$ cat config.mk
export PLATFORM = sky130hd
export DESIGN_NAME = fifo_sync_param
export DESIGN_NICKNAME = d
export VERILOG_FILES = /design/src/rtl/fifo_pkg.sv /design/src/rtl/fifo_mem_sdp.sv /design/src/rtl/fifo_sync_param.sv
export SDC_FILE = /design/constraint.sdc
export NUM_CORES = 1
export LEC_CHECK = 0
export CAP_MARGIN = 20
export CORE_MARGIN = 4
export CORE_UTILIZATION = 52
export DETAILED_ROUTE_END_ITERATION = 12
export PLACE_DENSITY = 0.68
export SYNTH_ARGS = -nofsm -noshare
export SYNTH_HDL_FRONTEND = slang
export SYNTH_SLANG_ARGS = --single-unit
$ cat constraint.sdc
create_clock -name clk -period 5.24 [get_ports clk]
set_input_delay 0.524 -clock clk [delete_from_list [all_inputs] [get_ports clk]]
set_output_delay 0.524 -clock clk [all_outputs]
set_load 0.02 [all_outputs]
$ cat src/rtl/fifo_pkg.sv
// rtl/fifo_pkg.sv - shared defaults and read-mode encodings for fifo_sync_param
package fifo_pkg;

  localparam int FIFO_DATA_W = 8;
  localparam int FIFO_ADDR_W = 6;

  localparam bit FIFO_MODE_STD  = 1'b0;
  localparam bit FIFO_MODE_FWFT = 1'b1;

endpackage

$ cat src/rtl/fifo_mem_sdp.sv
// rtl/fifo_mem_sdp.sv - simple dual-port RAM, synchronous write, asynchronous read
module fifo_mem_sdp
  import fifo_pkg::*;
#(
  parameter int DATA_W = FIFO_DATA_W,
  parameter int ADDR_W = FIFO_ADDR_W
) (
  input  logic              clk,
  input  logic              wr_en,
  input  logic [ADDR_W-1:0] wr_addr,
  input  logic [DATA_W-1:0] wr_data,
  input  logic [ADDR_W-1:0] rd_addr,
  output logic [DATA_W-1:0] rd_data
);

  logic [DATA_W-1:0] mem [2**ADDR_W];

  always_ff @(posedge clk) begin
    if (wr_en) begin
      mem[wr_addr] <= wr_data;
    end
  end

  assign rd_data = mem[rd_addr];

endmodule

$ cat src/rtl/fifo_sync_param.sv
// rtl/fifo_sync_param.sv - single-clock parametrised FIFO with thresholds, FWFT mode and sticky error flags
module fifo_sync_param
  import fifo_pkg::*;
#(
  parameter int DATA_W    = FIFO_DATA_W,
  parameter int ADDR_W    = FIFO_ADDR_W,
  parameter int AF_THRESH = 60,
  parameter int AE_THRESH = 4,
  parameter bit FWFT      = FIFO_MODE_STD
) (
  input  logic              clk,
  input  logic              rst,
  input  logic              wr_en,
  input  logic [DATA_W-1:0] wr_data,
  input  logic              rd_en,
  output logic [DATA_W-1:0] rd_data,
  output logic              rd_valid,
  output logic              full,
  output logic              empty,
  output logic              almost_full,
  output logic              almost_empty,
  output logic [ADDR_W:0]   count,
  output logic              overflow,
  output logic              underflow
);

  localparam logic [ADDR_W:0] DEPTH_C = (ADDR_W+1)'(2**ADDR_W);
  localparam logic [ADDR_W:0] AF_C    = (ADDR_W+1)'(AF_THRESH);
  localparam logic [ADDR_W:0] AE_C    = (ADDR_W+1)'(AE_THRESH);

  logic [ADDR_W-1:0] wr_ptr;
  logic [ADDR_W-1:0] rd_ptr;
  logic [DATA_W-1:0] mem_rd_data;
  logic              wr_acc;
  logic              rd_acc;

  // Acceptance uses the pre-edge count, so full+read drops the write and empty+write flags underflow.
  assign wr_acc = wr_en & ~full;
  assign rd_acc = rd_en & ~empty;

  assign full         = (count == DEPTH_C);
  assign empty        = (count == '0);
  assign almost_full  = (count >= AF_C);
  assign almost_empty = (count <= AE_C);

  fifo_mem_sdp #(
    .DATA_W (DATA_W),
    .ADDR_W (ADDR_W)
  ) u_mem (
    .clk     (clk),
    .wr_en   (wr_acc & ~rst),
    .wr_addr (wr_ptr),
    .wr_data (wr_data),
    .rd_addr (rd_ptr),
    .rd_data (mem_rd_data)
  );

  always_ff @(posedge clk) begin
    if (rst) begin
      wr_ptr    <= '0;
      rd_ptr    <= '0;
      count     <= '0;
      overflow  <= 1'b0;
      underflow <= 1'b0;
    end else begin
      if (wr_acc) begin
        wr_ptr <= wr_ptr + 1'b1;
      end
      if (rd_acc) begin
        rd_ptr <= rd_ptr + 1'b1;
      end
      case ({wr_acc, rd_acc})
        2'b10:   count <= count + 1'b1;
        2'b01:   count <= count - 1'b1;
        default: count <= count;
      endcase
      if (wr_en && full) begin
        overflow <= 1'b1;
      end
      if (rd_en && empty) begin
        underflow <= 1'b1;
      end
    end
  end

  generate
    if (FWFT == FIFO_MODE_FWFT) begin : g_fwft
      assign rd_data  = mem_rd_data;
      assign rd_valid = ~empty;
    end else begin : g_std
      logic [DATA_W-1:0] rd_data_q;
      logic              rd_valid_q;

      always_ff @(posedge clk) begin
        if (rst) begin
          rd_data_q  <= '0;
          rd_valid_q <= 1'b0;
        end else begin
          rd_valid_q <= rd_acc;
          if (rd_acc) begin
            rd_data_q <= mem_rd_data;
          end
        end
      end

      assign rd_data  = rd_data_q;
      assign rd_valid = rd_valid_q;
    end
  endgenerate

endmodule

# Yosys cells after proc, flatten, opt, wreduce, memory -nomap -nowiden
# Memory sizes are Yosys's and may differ from the RTL's. A register that Yosys moved wholly into a read port is not among the register bits.
# Cells that the tools add are included.
[totals] memories=1 mem_bits_ro=0 word_cells=29 inputBits=12 mem_bits_rw=512 output_inout_bits=22 regBits=22 latchBits=0
[op_classes] n_addsub=4 n_div=0 mul=0 reduce_logical=4 magnitude_cmp=2 bitwise=6 shift=0 mux=3 eq_ne=3
[memory_table] name="u_mem.mem" depth=64 word_bits=8 rd=1 rd_clocked_by_memory_dff=1 wr=1 line_no="fifo_mem_sdp.sv:16" text="logic [DATA_W-1:0] mem [2**ADDR_W];"
[op_table] operator="case mux 7 bit (2 select lines)" n=1
[op_table] operator="adder 6 x 1 -> 6 bit (second input constant)" n=2
[op_table] operator="adder 7 x 1 -> 7 bit (second input constant)" n=1
[op_table] operator="== test 7 bit (second input constant)" n=1
[op_table] operator="greater-or-equal comparator 7 x 6 -> 1 bit (second input constant)" n=1
[op_table] operator="<= comparator 7 x 3 -> 1 bit (second input constant)" n=1
[op_table] operator="logical NOT 7 bit" n=1
[op_table] operator="subtractor 7 x 1 -> 7 bit (second input constant)" n=1
[op_table] operator="bitwise AND 1 bit" n=3
[op_table] operator="NOT 1 bit" n=3
[op_table] operator="== test 2 x 1 -> 1 bit (second input constant)" n=1
[op_table] operator="== test 2 bit (second input constant)" n=1
[op_table] operator="logical AND 1 bit" n=2
[op_table] operator="2-to-1 mux 1 bit" n=2
[op_table] operator="nonzero test 2 bit" n=1

# Logic depth before layout (Yosys ltp)
[depth] word_depth=6 mapped_depth=13 depth_no_buf=13

# Hierarchy
# A second synthesis with hierarchy kept.
[unflattened] hier_cells=1097 hier_area_um2=21521.9
[modules_own_cells] module="fifo_mem_sdp" n_inst=1 area_per_inst_um2=20006.7 seq_area_each_um2=15374.7 cells_each=932
[modules_own_cells] module="fifo_sync_param" n_inst=1 area_per_inst_um2=1515.2 seq_area_each_um2=600.6 cells_each=165

# Worst setup path before layout
# No wires, ideal clock.
[synth_timing] path_kind="reg2reg" startpoint="register count[0]" endpoint="register count[6]" stages_incl_launch_ff=13 t_required_ns=5.117 setup_ns=0.123 slack_ns=1.905 arrival_ns=3.211 synth_period_minus_slack_ns=3.335 path_cell_list="dfxtp_1 -> nor4_2 -> and2_1 -> nand2b_1 -> inv_2 -> ha_1 -> ha_1 -> nor2b_1 -> o21ai_1 -> a21boi_0 -> or4_1 -> nand3_1 -> mux2_1"
[synth_between] elab_chain_cells=5 word_cells_on_any_way=12
[synth_lines] item="start, declared" line_no="fifo_sync_param.sv:22" text="output logic [ADDR_W:0] count,"
[synth_lines] item="start signal, assigned" line_no="fifo_sync_param.sv:73" text="2'b10: count <= count + 1'b1;"
[synth_lines] item="start signal, assigned" line_no="fifo_sync_param.sv:74" text="2'b01: count <= count - 1'b1;"
[synth_lines] item="start signal, assigned" line_no="fifo_sync_param.sv:75" text="default: count <= count;"
[synth_lines] item="logical NOT 7 bit (*)" line_no="fifo_sync_param.sv:42" text="assign empty = (count == '0);"
[synth_lines] item="net empty" line_no="fifo_sync_param.sv:19" text="output logic empty,"
[synth_lines] item="NOT 1 bit (*)" line_no="fifo_sync_param.sv:39" text="assign rd_acc = rd_en & ~empty;"
[synth_lines] item="bitwise AND 1 bit (*)" line_no="fifo_sync_param.sv:39"
[synth_lines] item="net rd_acc" line_no="fifo_sync_param.sv:35" text="logic rd_acc;"
[synth_lines] item="== test 2 x 1 -> 1 bit / == test 2 bit (equally long branches)" line_no="fifo_sync_param.sv:72" text="case ({wr_acc, rd_acc})"
[synth_lines] item="case mux 7 bit (2 select lines) / nonzero test 2 bit (equally long branches)"
# Mark *: on every way through the listed nets, which the timed path passes. The rest lies on a longest branch.
# A chain may end at the register's enable or synchronous reset.

# Final worst setup path
[layout_timing] startpoint="register count[0]" endpoint="register count[6]"
[layout_between] elab_chain_cells=5 word_cells_on_any_way=12
[layout_lines] item="logical NOT 7 bit (*)" line_no="fifo_sync_param.sv:42"
[layout_lines] item="NOT 1 bit (*)" line_no="fifo_sync_param.sv:39"
[layout_lines] item="bitwise AND 1 bit (*)" line_no="fifo_sync_param.sv:39"
[layout_lines] item="net rd_acc" line_no="fifo_sync_param.sv:35"
[layout_lines] item="== test 2 x 1 -> 1 bit / == test 2 bit (equally long branches)" line_no="fifo_sync_param.sv:72"
[layout_lines] item="case mux 7 bit (2 select lines) / nonzero test 2 bit (equally long branches)"
# Marks and branches as above.

==> results.md <==
* CP bufs+invs at 1
* Met2 global-route usage at 31.8%
* Placer Congestion at 0.828
* Area occupied by multi-input gates at 5050 um2
* Synth unique cells at 58
* # fillers at 2,960
* Setup CP Type: reg -> reg
* Worst Tran Pin Value at 1040 ps
* Post-CTS Resized at 0
* VDD IR max at 0.320 mV
* CTS sink count at 542
* Met1 global-route usage at 31.0%
* Clock root buffer: clkbuf_16
* First-pass detailed-route iteration total at 5
* CP Max Fanout at 8
* FF-to-FF path depth at 12
* CP max stage cell: or4_1
* R2R setup slack at 1780 ps
* Worst path depth at 12
* Seq pwr share at 49.0%
* Synth Flop Type: edfxtp_1
* Clock transition at path regs at 60 ps
* Pins Over Slew Limit at 0
* GRT busiest layer: met2
* Critical R2R Capture: count[6]
* Worst path cell trace: nor4_2 > and2_1 > nand2b_1 > inv_2 > ha_1 > ha_1 > nor2b_1 > o21ai_1 > a21boi_0 > or4_1 > nand3_1 > mux2_1
* Net count, final at 1,220
* CP Launch Type: register
* Clock share of power at 36.2%
* Peak Freq at 289 MHz
* H-tree depth at 2
* Cell Area, Synth at 21,400 um2
* CP dominant cell by count: ha_1
* TritonCTS clock tree: yes
* Hold_buf cts at 0
* Vias in the first global route at 11,000
* Clock Path Buffers at 3
* Pwr/cell area at 428 nW/um2
* RSZ-0062 raised after global routing: no
* Largest delay share family, worst path: simple AND/OR/NAND/NOR gates
* Met3 GRT Util at 5.81%
* Core Box Area at 40,700 um2
* Seq/Total Area, Yosys at 74.7%
* Crit-path max cell delay at 490 ps
* Total Routing Usage GR at 21.1%
* Critical Path RT at 5710 ps
* Overall die height at 211 um
* Initial Util at 52.5%
* Largest net degree at the start of global routing at 65
* Initial antenna violation count at 0
* Syn Area/Cell at 18.6 um2
* FF/Latch Area at 16,000 um2
* Boundary Pins at 34
* Grt total ovfl at 0
* Reg2reg start: count[0]
* Min Tclk post-route at 3460 ps
* Sw power at 2.55 mW
* DRT antenna net count at 0
* Synthesized Nets at 1,173
* Logic pwr share at 14.9%
* Main area contributors after synthesis: edfxtp_1 72%, mux4_2 7.9%, mux2i_1 4.8%
* WL final at 46,200 um
* Number of synthesized register bits at 542
* Post-route cell area at 23,900 um2
* Async SR Flop Fraction at 0%
* Synth top area share at 71.9%
* Hold Crit Start: wr_data[2]
* Ant. Diodes at 0
* Setup violations, final at 0
* CP Data Arrival Time at 3930 ps
* Die boundary width at 211 um
* Layout cells sized above 1 at 16.9%
* Avg WL per Cell at 26.1 um
* DRC Markers at 0
* Final worst-path cycle share at 66.1%
* Switching portion of total power at 24.9%
* Total number of vias at 10,900
* Input/output buffers at 33
* Static Leak at 7.38 nW
* Pint at 7.69 mW
* Global-route wire length before repair at 70,000 um
* Crit path from: count[0]
* TritonCTS buffer count at 51
* Status: completed
* First DRT Iteration DRCs at 1,255
* Setup TNS at 0 ps
* CP endpoint kind: register
* Synth warn at 0
* Hold Path Class: in -> reg
* FP Rows at 74
* Die footprint at 44,400 um2
* Count of final hold-check violations at 0
* Setup crit end: count[6]
* HPWL after DPL at 27,800 um
* Area growth syn-to-layout at 11.9%
* Post-synth EDFFs at 512
* Syn Inst Count at 1,152
* Post-CTS Setup Bufs at 0
* Area leader, netlist: edfxtp_1
* Vias per cell at 6.14
* Max-Cap Viols at 0
* Placed Area at 22,200 um2
* Clk_lat worst skew at 590 ps
* Worst slew margin at 30.5%
* Clk_skew at 13.3 ps
cell usage after synthesis (8+ instances only):
library cell,n
buf_4,9
mux4_2,75
o22ai_1,45
mux2_2,13
nor2_1,103
edfxtp_1,512
buf_2,17
xor2_1,8
clkbuf_1,23
nand2_1,25
a21oi_1,21
a22oi_1,15
mux2i_1,102
nor3_1,8
ha_1,8
nor2b_1,9
dfxtp_1,30
or3_1,10
nand3_1,9
cell usage in the layout (no fill, tap or decap), drive strengths merged, types with 10 or more instances in the layout:
cell type      netlist  layout
a21oi               21      21
a22oi               15      15
buf                 37      29
clkbuf              23      64
clkdlybuf4s50        0      25
clkinv               0      21
dfxtp               30      30
edfxtp             512     512
mux2                14      14
mux2i              102     102
mux4                79      79
nand2               25      25
nor2               103     103
o22ai               45      45
or3                 10      10
area by class of cell:
cell class	instances	area share, %
inverter	7	0.110
multi-input combinational	543	21.1
tap	532	2.78
clock inverter	32	1.38
timing repair buffer	54	2.10
clock buffer	64	5.67
sequential	542	66.8
per-layer routing:
metal  up-vias  share of wire (%)
met4         0                2.4
met5         -                  0
met2       466                 46
met1      5599                 43
met3        73                9.0
li1       4760                  -
sequential cells by signal (all words and copies together), names as in the netlist:
name / count
rd_data: 8
rd_valid: 1
overflow: 1
wr_ptr: 6
u_mem.mem: 512
underflow: 1
rd_ptr: 6
count: 7
per-stage QoR:
step	setup WS (ps)	util, %	hold WS, ps	total power [mW]	cells
after CTS	1780	58.7	388	10.3	1774
after global routing	1500	58.7	401	10.6	1774
after detailed placement	1490	54.6	463	6.64	1678
final	1780	58.7	417	10.2	1774
after global placement	1560	54.4	457	6.61	1675
after floorplan	1910	-	486	6.12	1152
kinds of logic (layout without fill, tap and decap cells):
group,after synthesis,after routing,synth area share (%)
flops,542,542,74.7
xor+xnor,11,11,0.451
compound gates,139,139,4.64
buf+inv,67,157,1.67
fa+ha+maj,9,9,0.562
simple gates,189,189,4.04
mux,195,195,13.9
how the worst min path moves through the flow:
| stage | cells after the start | to | slack, ps |
|---|---|---|---|
| 2_1_floorplan | 2 | rd_ptr[5] | 490 |
| 3_3_place_gp | 2 | overflow | 460 |
| 3_5_place_dp | 2 | underflow | 460 |
| 4_1_cts | 1 | u_mem.mem[23][2] | 390 |
| 5_1_grt | 1 | u_mem.mem[4][2] | 400 |
| 6_report | 1 | u_mem.mem[4][2] | 420 |
power by group through the flow:
stage / Combinational, mW / Sequential, mW / Clock (mW)
6_report: 1.52 / 5.01 / 3.70
3_5_place_dp: 1.53 / 5.11 / 0
4_1_cts: 1.54 / 5.02 / 3.77
5_1_grt: 1.63 / 5.03 / 3.96
3_3_place_gp: 1.51 / 5.11 / 0
2_1_floorplan: 1.10 / 5.02 / 0
Power figures use the tool's default switching activity.
